**config.mk**
```make
export PLATFORM = sky130hd
export DESIGN_NAME = tdp_ram_port_arbiter
export DESIGN_NICKNAME = d
export VERILOG_FILES = /design/src/rtl/tdp_ram_port_arbiter.sv
export SDC_FILE = /design/constraint.sdc
export NUM_CORES = 1
export LEC_CHECK = 0
export ABC_AREA = 1
export CAP_MARGIN = 10
export CORE_AREA = 10 10 199 201
export DETAILED_ROUTE_END_ITERATION = 8
export DIE_AREA = 0 0 209 211
export GPL_TIMING_DRIVEN = 0
export PLACE_DENSITY = 0.49
export SETUP_SLACK_MARGIN = 0.1
export SYNTH_ARGS = -nofsm -noshare
export SYNTH_HDL_FRONTEND = slang
export SYNTH_SLANG_ARGS = --single-unit
export TNS_END_PERCENT = 10
```
**constraint.sdc**
```tcl
create_clock -name clk_i -period 5.74 [get_ports clk_i]
set_input_delay 1.435 -clock clk_i [delete_from_list [all_inputs] [get_ports clk_i]]
set_output_delay 1.435 -clock clk_i [all_outputs]
set_load 0.005 [all_outputs]
```
**src/rtl/tdp_ram_port_arbiter.sv**
```systemverilog
// Round-robin arbiter sharing one block-RAM port between NUM_REQ requesters.
// Optionally zero-fills the RAM after reset and tags each read response with its requester ID.
module tdp_ram_port_arbiter #(
  parameter int unsigned NUM_REQ        = 4,
  parameter int unsigned ADDR_WIDTH     = 10,
  parameter int unsigned NUM_COL        = 4,
  parameter int unsigned COL_WIDTH      = 16,
  parameter int unsigned PIPELINE_DEPTH = 1,
  parameter bit          INIT_ON_RESET  = 1'b1,
  localparam int unsigned DW            = NUM_COL * COL_WIDTH,
  localparam int unsigned IDW           = (NUM_REQ > 1) ? $clog2(NUM_REQ) : 1
) (
  input  logic                          clk_i,
  input  logic                          rst_ni,
  input  logic [NUM_REQ-1:0]            req_i,
  input  logic [NUM_REQ*NUM_COL-1:0]    req_wbe_i,
  input  logic [NUM_REQ*DW-1:0]         req_wdata_i,
  input  logic [NUM_REQ*ADDR_WIDTH-1:0] req_addr_i,
  output logic [NUM_REQ-1:0]            gnt_o,
  output logic                          rvalid_o,
  output logic [IDW-1:0]                rid_o,
  output logic [DW-1:0]                 rdata_o,
  output logic                          init_done_o,
  output logic                          ram_en_o,
  output logic [NUM_COL-1:0]            ram_wbe_o,
  output logic [DW-1:0]                 ram_wdata_o,
  output logic [ADDR_WIDTH-1:0]         ram_addr_o,
  input  logic [DW-1:0]                 ram_rdata_i
);

  localparam int unsigned RL = PIPELINE_DEPTH + 1;

  typedef enum logic [0:0] {StInit, StArb} state_e;

  state_e                  state_q, state_d;
  logic [ADDR_WIDTH-1:0]   cnt_q, cnt_d;
  logic [IDW-1:0]          ptr_q, ptr_d;
  logic                    init_done_q, init_done_d;
  logic [RL-1:0]           sr_valid_q, sr_valid_d;
  logic [RL-1:0][IDW-1:0]  sr_id_q, sr_id_d;

  logic                    found;
  logic                    granted;
  int unsigned             idx;
  int unsigned             win_idx;
  logic [NUM_COL-1:0]      win_wbe;
  logic                    push_valid;
  logic [IDW-1:0]          push_id;

  // Search starts at the pointer and wraps, so the first hit is the round-robin winner.
  always_comb begin
    found   = 1'b0;
    win_idx = 0;
    idx     = 0;
    for (int unsigned i = 0; i < NUM_REQ; i++) begin
      idx = 32'(ptr_q) + i;
      if (idx >= NUM_REQ) begin
        idx = idx - NUM_REQ;
      end
      if (!found && req_i[idx]) begin
        found   = 1'b1;
        win_idx = idx;
      end
    end
  end

  // Reset gating keeps gnt/ram_en low for the whole time rst_ni is held.
  assign granted = found && (state_q == StArb) && rst_ni;
  assign win_wbe = req_wbe_i[win_idx*NUM_COL +: NUM_COL];

  always_comb begin
    gnt_o = '0;
    if (granted) begin
      gnt_o[win_idx] = 1'b1;
    end
  end

  always_comb begin
    ram_en_o    = 1'b0;
    ram_wbe_o   = '0;
    ram_wdata_o = '0;
    ram_addr_o  = '0;
    if (state_q == StInit) begin
      ram_en_o    = rst_ni;
      ram_wbe_o   = '1;
      ram_addr_o  = cnt_q;
    end else if (granted) begin
      ram_en_o    = 1'b1;
      ram_wbe_o   = win_wbe;
      ram_wdata_o = req_wdata_i[win_idx*DW +: DW];
      ram_addr_o  = req_addr_i[win_idx*ADDR_WIDTH +: ADDR_WIDTH];
    end
  end

  always_comb begin
    state_d = state_q;
    cnt_d   = cnt_q;
    ptr_d   = ptr_q;
    unique case (state_q)
      StInit: begin
        cnt_d = cnt_q + ADDR_WIDTH'(1);
        if (cnt_q == '1) begin
          state_d = StArb;
        end
      end
      StArb: begin
        if (granted) begin
          ptr_d = (win_idx == NUM_REQ - 1) ? '0 : IDW'(win_idx + 1);
        end
      end
      default: state_d = StArb;
    endcase
    init_done_d = (state_d == StArb);
  end

  // Only reads occupy a slot; writes and idle cycles shift in an empty entry.
  assign push_valid = granted && (win_wbe == '0);
  assign push_id    = push_valid ? IDW'(win_idx) : '0;

  always_comb begin
    sr_valid_d    = sr_valid_q;
    sr_id_d       = sr_id_q;
    sr_valid_d[0] = push_valid;
    sr_id_d[0]    = push_id;
    for (int unsigned i = 1; i < RL; i++) begin
      sr_valid_d[i] = sr_valid_q[i-1];
      sr_id_d[i]    = sr_id_q[i-1];
    end
  end

  always_ff @(posedge clk_i or negedge rst_ni) begin
    if (!rst_ni) begin
      state_q     <= INIT_ON_RESET ? StInit : StArb;
      cnt_q       <= '0;
      ptr_q       <= '0;
      init_done_q <= 1'b0;
      sr_valid_q  <= '0;
      sr_id_q     <= '0;
    end else begin
      state_q     <= state_d;
      cnt_q       <= cnt_d;
      ptr_q       <= ptr_d;
      init_done_q <= init_done_d;
      sr_valid_q  <= sr_valid_d;
      sr_id_q     <= sr_id_d;
    end
  end

  assign rvalid_o    = sr_valid_q[RL-1];
  assign rid_o       = sr_id_q[RL-1];
  assign rdata_o     = ram_rdata_i;
  assign init_done_o = init_done_q;

  gnt_onehot_a: assert property (@(posedge clk_i) disable iff (!rst_ni) $onehot0(gnt_o));

endmodule

```
* Word level (Yosys, flattened, before mapping)
Cells that the tools add are included.
W data, S select, Z words.
** Word-level totals
- Output and inout port bits :: 151
- Bits of input ports :: 382
- Register bits after elaboration :: 19
- Word-level logic and storage cells :: 78
** Cells by class
- Shifts and indexed selects :: 3
- Multiply operators :: 1
- Reduce and logical (&&, ||, !) cells :: 12
- Order comparisons :: 10
- Add/subtract/negate cells :: 9
- Mux-type cells :: 35
- Eq/ne operators :: 2
** Operators by type and width (number)
- $mux W32 :: 8
- $shiftx A256 B33 Y64 :: 1
- $lt A32 B3 Y1 const B :: 5
- $mux W64 :: 2
- $shiftx A40 B33 Y10 :: 1
- $shiftx A16 B33 Y4 :: 1
- $eq A32 B2 Y1 const B :: 1
- $ge A32 B1 Y1 const B :: 1
- $mul A32 B3 Y31 const B :: 1
- $mux W10 :: 2
- $mux W1 :: 13
- $mux W4 :: 3
- $sub A3 B3 Y4 const B :: 3
- $add A10 B1 Y10 const B :: 1
- $eq A10 B10 Y1 const B :: 1
- $ge A3 B3 Y1 const B :: 3
- $bmux W1 S2 :: 4
- $logic_and A1 B1 Y1 :: 7
- $add A2 B2 Y3 const B :: 2
- $logic_not A4 Y1 :: 1
- $mux W2 :: 2
- $sub A2 B3 Y4 const B :: 1
- $add A2 B1 Y3 const B :: 1
- $ge A2 B3 Y1 const B :: 1
- other kinds (4) :: 6

* Logic depth before layout (Yosys ltp)
- Depth after elaboration :: 19
- Gate-level depth with buffers :: 26
- Mapped depth without buffers :: 22

* Least setup slack after synthesis
OpenSTA, ideal clock, no wires.
- Kind :: input to output
- Start point :: input port req_i[2]
- End point :: output port ram_addr_o[4]
- Data arrival time :: 4.365 ns
- Cell stages on the path :: 20
- Slack :: -0.060 ns
- Data required time :: 4.305 ns
- Buffers on the path :: 2
- Path through :: inv_1 nand2_1 nand3_2 nand2_2 nor2_4 nand3_1 nand3_2 nand2_4 inv_4 buf_2 buf_2 ha_1 ha_1 inv_1 fa_1 nor3_1 nand2_1 o21ai_0 nand2_1 nand2_1
** Between the ends
- Cells in the longest elaborated chain, start to end :: 16
- Elaborated cells on any way between the ends :: 28
- Those cells by class :: mul (1); shift (1); mux (18); reduce/logical (8)
** RTL lines
- start: declaration :: RTL line 15 : input logic [NUM_REQ-1:0] req_i,
- $bmux W1 S2 :: RTL line 60 : if (!found && req_i[idx]) begin
- $mux W1 (not written as such) :: RTL line 60
- $mux W1 :: RTL line 60
- $logic_not A1 Y1 :: RTL line 60
- $logic_and A1 B1 Y1 :: RTL line 60
- $mux W1 :: RTL line 60
- $logic_not A1 Y1 :: RTL line 60
- $logic_and A1 B1 Y1 :: RTL line 60
- $mux W1 :: RTL line 60
- $logic_not A1 Y1 :: RTL line 60
- $logic_and A1 B1 Y1 :: RTL line 60
- $mux W32 or $mux W1 (tied branches) :: RTL line 60
- $mul A32 B3 Y31 or $logic_and A1 B1 Y1 (tied branches) :: RTL line 91, 68
- $shiftx A40 B33 Y10 or $logic_and A1 B1 Y1 (tied branches) :: RTL line 91, 68
- $mux W10 (*) :: RTL line 87 : end else if (granted) begin
- $mux W10 (*) :: RTL line 83 : if (state_q == StInit) begin
- end: declaration :: RTL line 27 : output logic [ADDR_WIDTH-1:0] ram_addr_o,
Every way passes the cells marked *; elsewhere a longest branch is shown, timed or not. The select of a mux whose other input is x is not followed.

* Worst setup path in the final report
- Start point :: input port req_i[3]
- End point :: output port ram_addr_o[2]
The elaborated chain is that of the path after synthesis.

==> metrics.md <==
| Metric | Value |
|---|---|
| All-layer global routing usage | `20.9%` |
| Critical Path Most Common Cell | `nand3_4` |
| CTS tree | `built` |
| Total core area | `35,400 um2` |
| CP required | `4.30 ns` |
| RSZ-0062 raised after global routing | `yes` |
| Slew Limit Headroom | `60.1%` |
| Distinct cells, synth | `44` |
| Dpl hpwl | `42.5 mm` |
| Die extent in y | `211 um` |
| DRC Markers | `0` |
| CTS clock-pin slew for the worst setup and hold paths | `0.05 ns` |
| First-pass iteration count of the detailed router | `5` |
| Top FF cell, synth | `dfrtp_1` |
| Vias in the first global route | `9,921` |
| Family with the most delay on the worst path | `adder cells` |
| Mapped Cells | `1,108` |
| Crit-path slowest cell | `fa_2` |
| Cells after DPL | `2,037` |
| Fill cells | `3,909` |
| Yosys warns | `0` |
| Vias per inst | `4.67` |
| Max-slew violation count | `0` |
| CP Data Arrival Time | `4.25 ns` |
| Synth cell count leaders | `nand2_1 (470), nand3_1 (163), buf_4 (85)` |
| WL/cell | `24.2 um` |
| Post-route non-filler standard cell count | `2,075` |
| Crit-path max FO | `4` |
| Pre-CTS WS | `-1.77 ns` |
| Post-synth EDFFs | `0` |
| Chip width | `209 um` |
| Period utilization | `99.0%` |
| CP cell instances | `buf_8 > inv_6 > nand2_4 > nand3_4 > nand2_4 > nor2_4 > buf_4 > nand3_4 > nand3_4 > nand2_4 > inv_8 > buf_12 > ha_4 > ha_4 > inv_2 > fa_2 > buf_8 > buf_6 > nand3_4 > o21ai_4 > nand2_2 > nand2_2 > buf_6` |
| Ranking of synthesized cells by area | `nand2_1 (28%), nand3_1 (13%), buf_4 (10%), a311oi_1 (8.6%), dfrtp_1 (7.7%)` |
| Setup ws final | `0.0576 ns` |
| Initial antenna violation count | `11` |
| Synthesized area | `6210 um2` |
| CP peak stage delay | `0.60 ns` |
| H-tree levels | `1` |
| CP Capture Type | `output port` |
| Largest net degree at the start of global routing | `22` |
| Worst hold path class | `reg2reg` |
| Share of cells above drive strength 1 | `18.7%` |
| Peak supply drop | `0.0726 mV` |
| Max Root-Sink Buffers | `2` |
| Final hold violations | `0` |
| PwrDens | `85.0 nW/um2` |
| Hold Startpoint | `sr_id_d[3]` |
| Status | `complete, no violations` |
| Clock sink total | `19` |
| Net count, final | `2,006` |
| CTS root buf | `clkbuf_16` |
| First DRT Iteration DRCs | `629` |
| Largest area contributor in the synthesized netlist | `nand2_1` |
| Fin Clk Skew | `0.00335 ns` |
| IO buf count | `468` |
| Clock Latency Late Sink | `0.25 ns` |
| Worst-Margin Slew | `0.598 ns` |
| Syn_area_per_cell | `5.61 um2` |
| Worst setup path start | `req_i[3]` |
| Setup TNS | `0 ns` |
| RD Place Congestion | `0.918` |
| Yosys top cell area share | `28.4%` |
| Core Rows | `69` |
| Hold_ws | `0.353 ns` |
| Seq/Total Area, Yosys | `7.65%` |
| Min cycle time layout | `5.68 ns` |
| Max Clock Freq | `176 MHz` |
| Synth Register Bits | `19` |
| CTS buffer count | `3` |
| Via Count | `9,687` |
| MaxCap Viol Count | `0` |
| RR Startpoint | `ptr_q[1]` |
| Crit path buf inv count | `9` |
| WL final | `50.3 mm` |
| Count of final setup violators | `0` |
| Syn nets | `1,506` |
| FF-to-FF setup slack | `2.58 ns` |
| Remaining Overflow, GRT | `0` |
| Element type at the critical path start | `primary input` |
| Starting Density | `17.6%` |
| Lkg Pwr | `5.40 nW` |
| Most frequent cell after synthesis | `nand2_1` |
| Hold Buf Count CTS | `0` |
| Die Area | `44,100 um2` |
| Cell area after layout | `12,300 um2` |
| Post-route antenna net violation count | `0` |
| Ports | `533` |
| Area growth from synthesis to layout | `98.2%` |
| Ys async rst share | `100%` |
| WS Path Type | `in2out` |
| DP Area | `11,500 um2` |
| Global-route wire length before repair | `70.3 mm` |
## registers in the layout (all words and copies together) (netlist names)
name         count
cnt_q           10
ptr_q            2
rid_o            2
sr_id_d          2
sr_valid_q       2
init_done_o      1
## final timing paths
path / to / cells after the start
max: ram_addr_o[2] / 23
min: rid_o[1] / 0
max reg2reg: sr_id_d[2] / 18
min reg2reg: rid_o[1] / 0
max in group asynchronous: ptr_q[1] / 1
min in group asynchronous: sr_valid_q[1] / 1
## logic make-up (layout without fill, tap and decap cells)
logic type	Yosys count	count (layout)	synth area share, %
XOR/XNOR	10	10	1.41
other	0	7	0
AND/OR/NAND/NOR	705	705	49.4
flip-flops	19	19	7.65
adder cells (fa/ha/maj)	16	16	3.34
buffers and inverters	187	686	19.5
AO/OA/AOI/OAI	171	171	18.7
## layer usage
metal | wire length (um) | GRT usage, % | share of wire [%]
met5 | 43 | 0 | 0.085
met4 | 605 | 3.37 | 1.2
met3 | 3530 | 4.39 | 7.0
met2 | 26600 | 39.3 | 53
met1 | 19500 | 24.1 | 39
## where the power goes
part	internal [mW]	switching, mW	leakage [nW]
Combinational	0.405	0.366	5.12
Clock	0.0944	0.0485	0.0382
Sequential	0.134	0	0.240
Total	0.633	0.415	5.40
## cell usage in the layout (no fill, tap or decap), types with 10 or more instances in the layout
cell type and n:
ha_1 10, nand3_1 149, nor2_1 27, nand2_4 14, buf_4 109, a311oi_1 56, nand2_2 25, buf_2 35
dfrtp_1 18, clkdlybuf4s50_1 451, buf_6 29, inv_1 24, nand2_1 446, nand3_4 12, a21oi_1 71
## through the flow
stage	utilization, %	total power, mW
floorplan	-	0.458
global placement	32.4	0.860
detailed placement	32.4	0.860
CTS	34.1	1.04
global route	34.8	1.12
finish	34.8	1.05
## what timing repair did
action / in CTS / in global routing
setup endpoints to repair: 82 / 39
pin swaps: 45 / 34
buffers inserted: 25 / 5
gates resized for setup: 167 / 55
## layout make-up
class / count / area (um2) / area share (%)
antenna: 7 / 17.5 / 0.142
buffer: 144 / 1100 / 8.90
clock buffer: 4 / 78.8 / 0.640
inverter: 40 / 178 / 1.44
multi-input combinational: 902 / 4970 / 40.4
sequential: 19 / 477 / 3.87
tap: 461 / 577 / 4.68
timing repair buffer: 498 / 4920 / 40.0
Power figures use the tool's default switching activity.
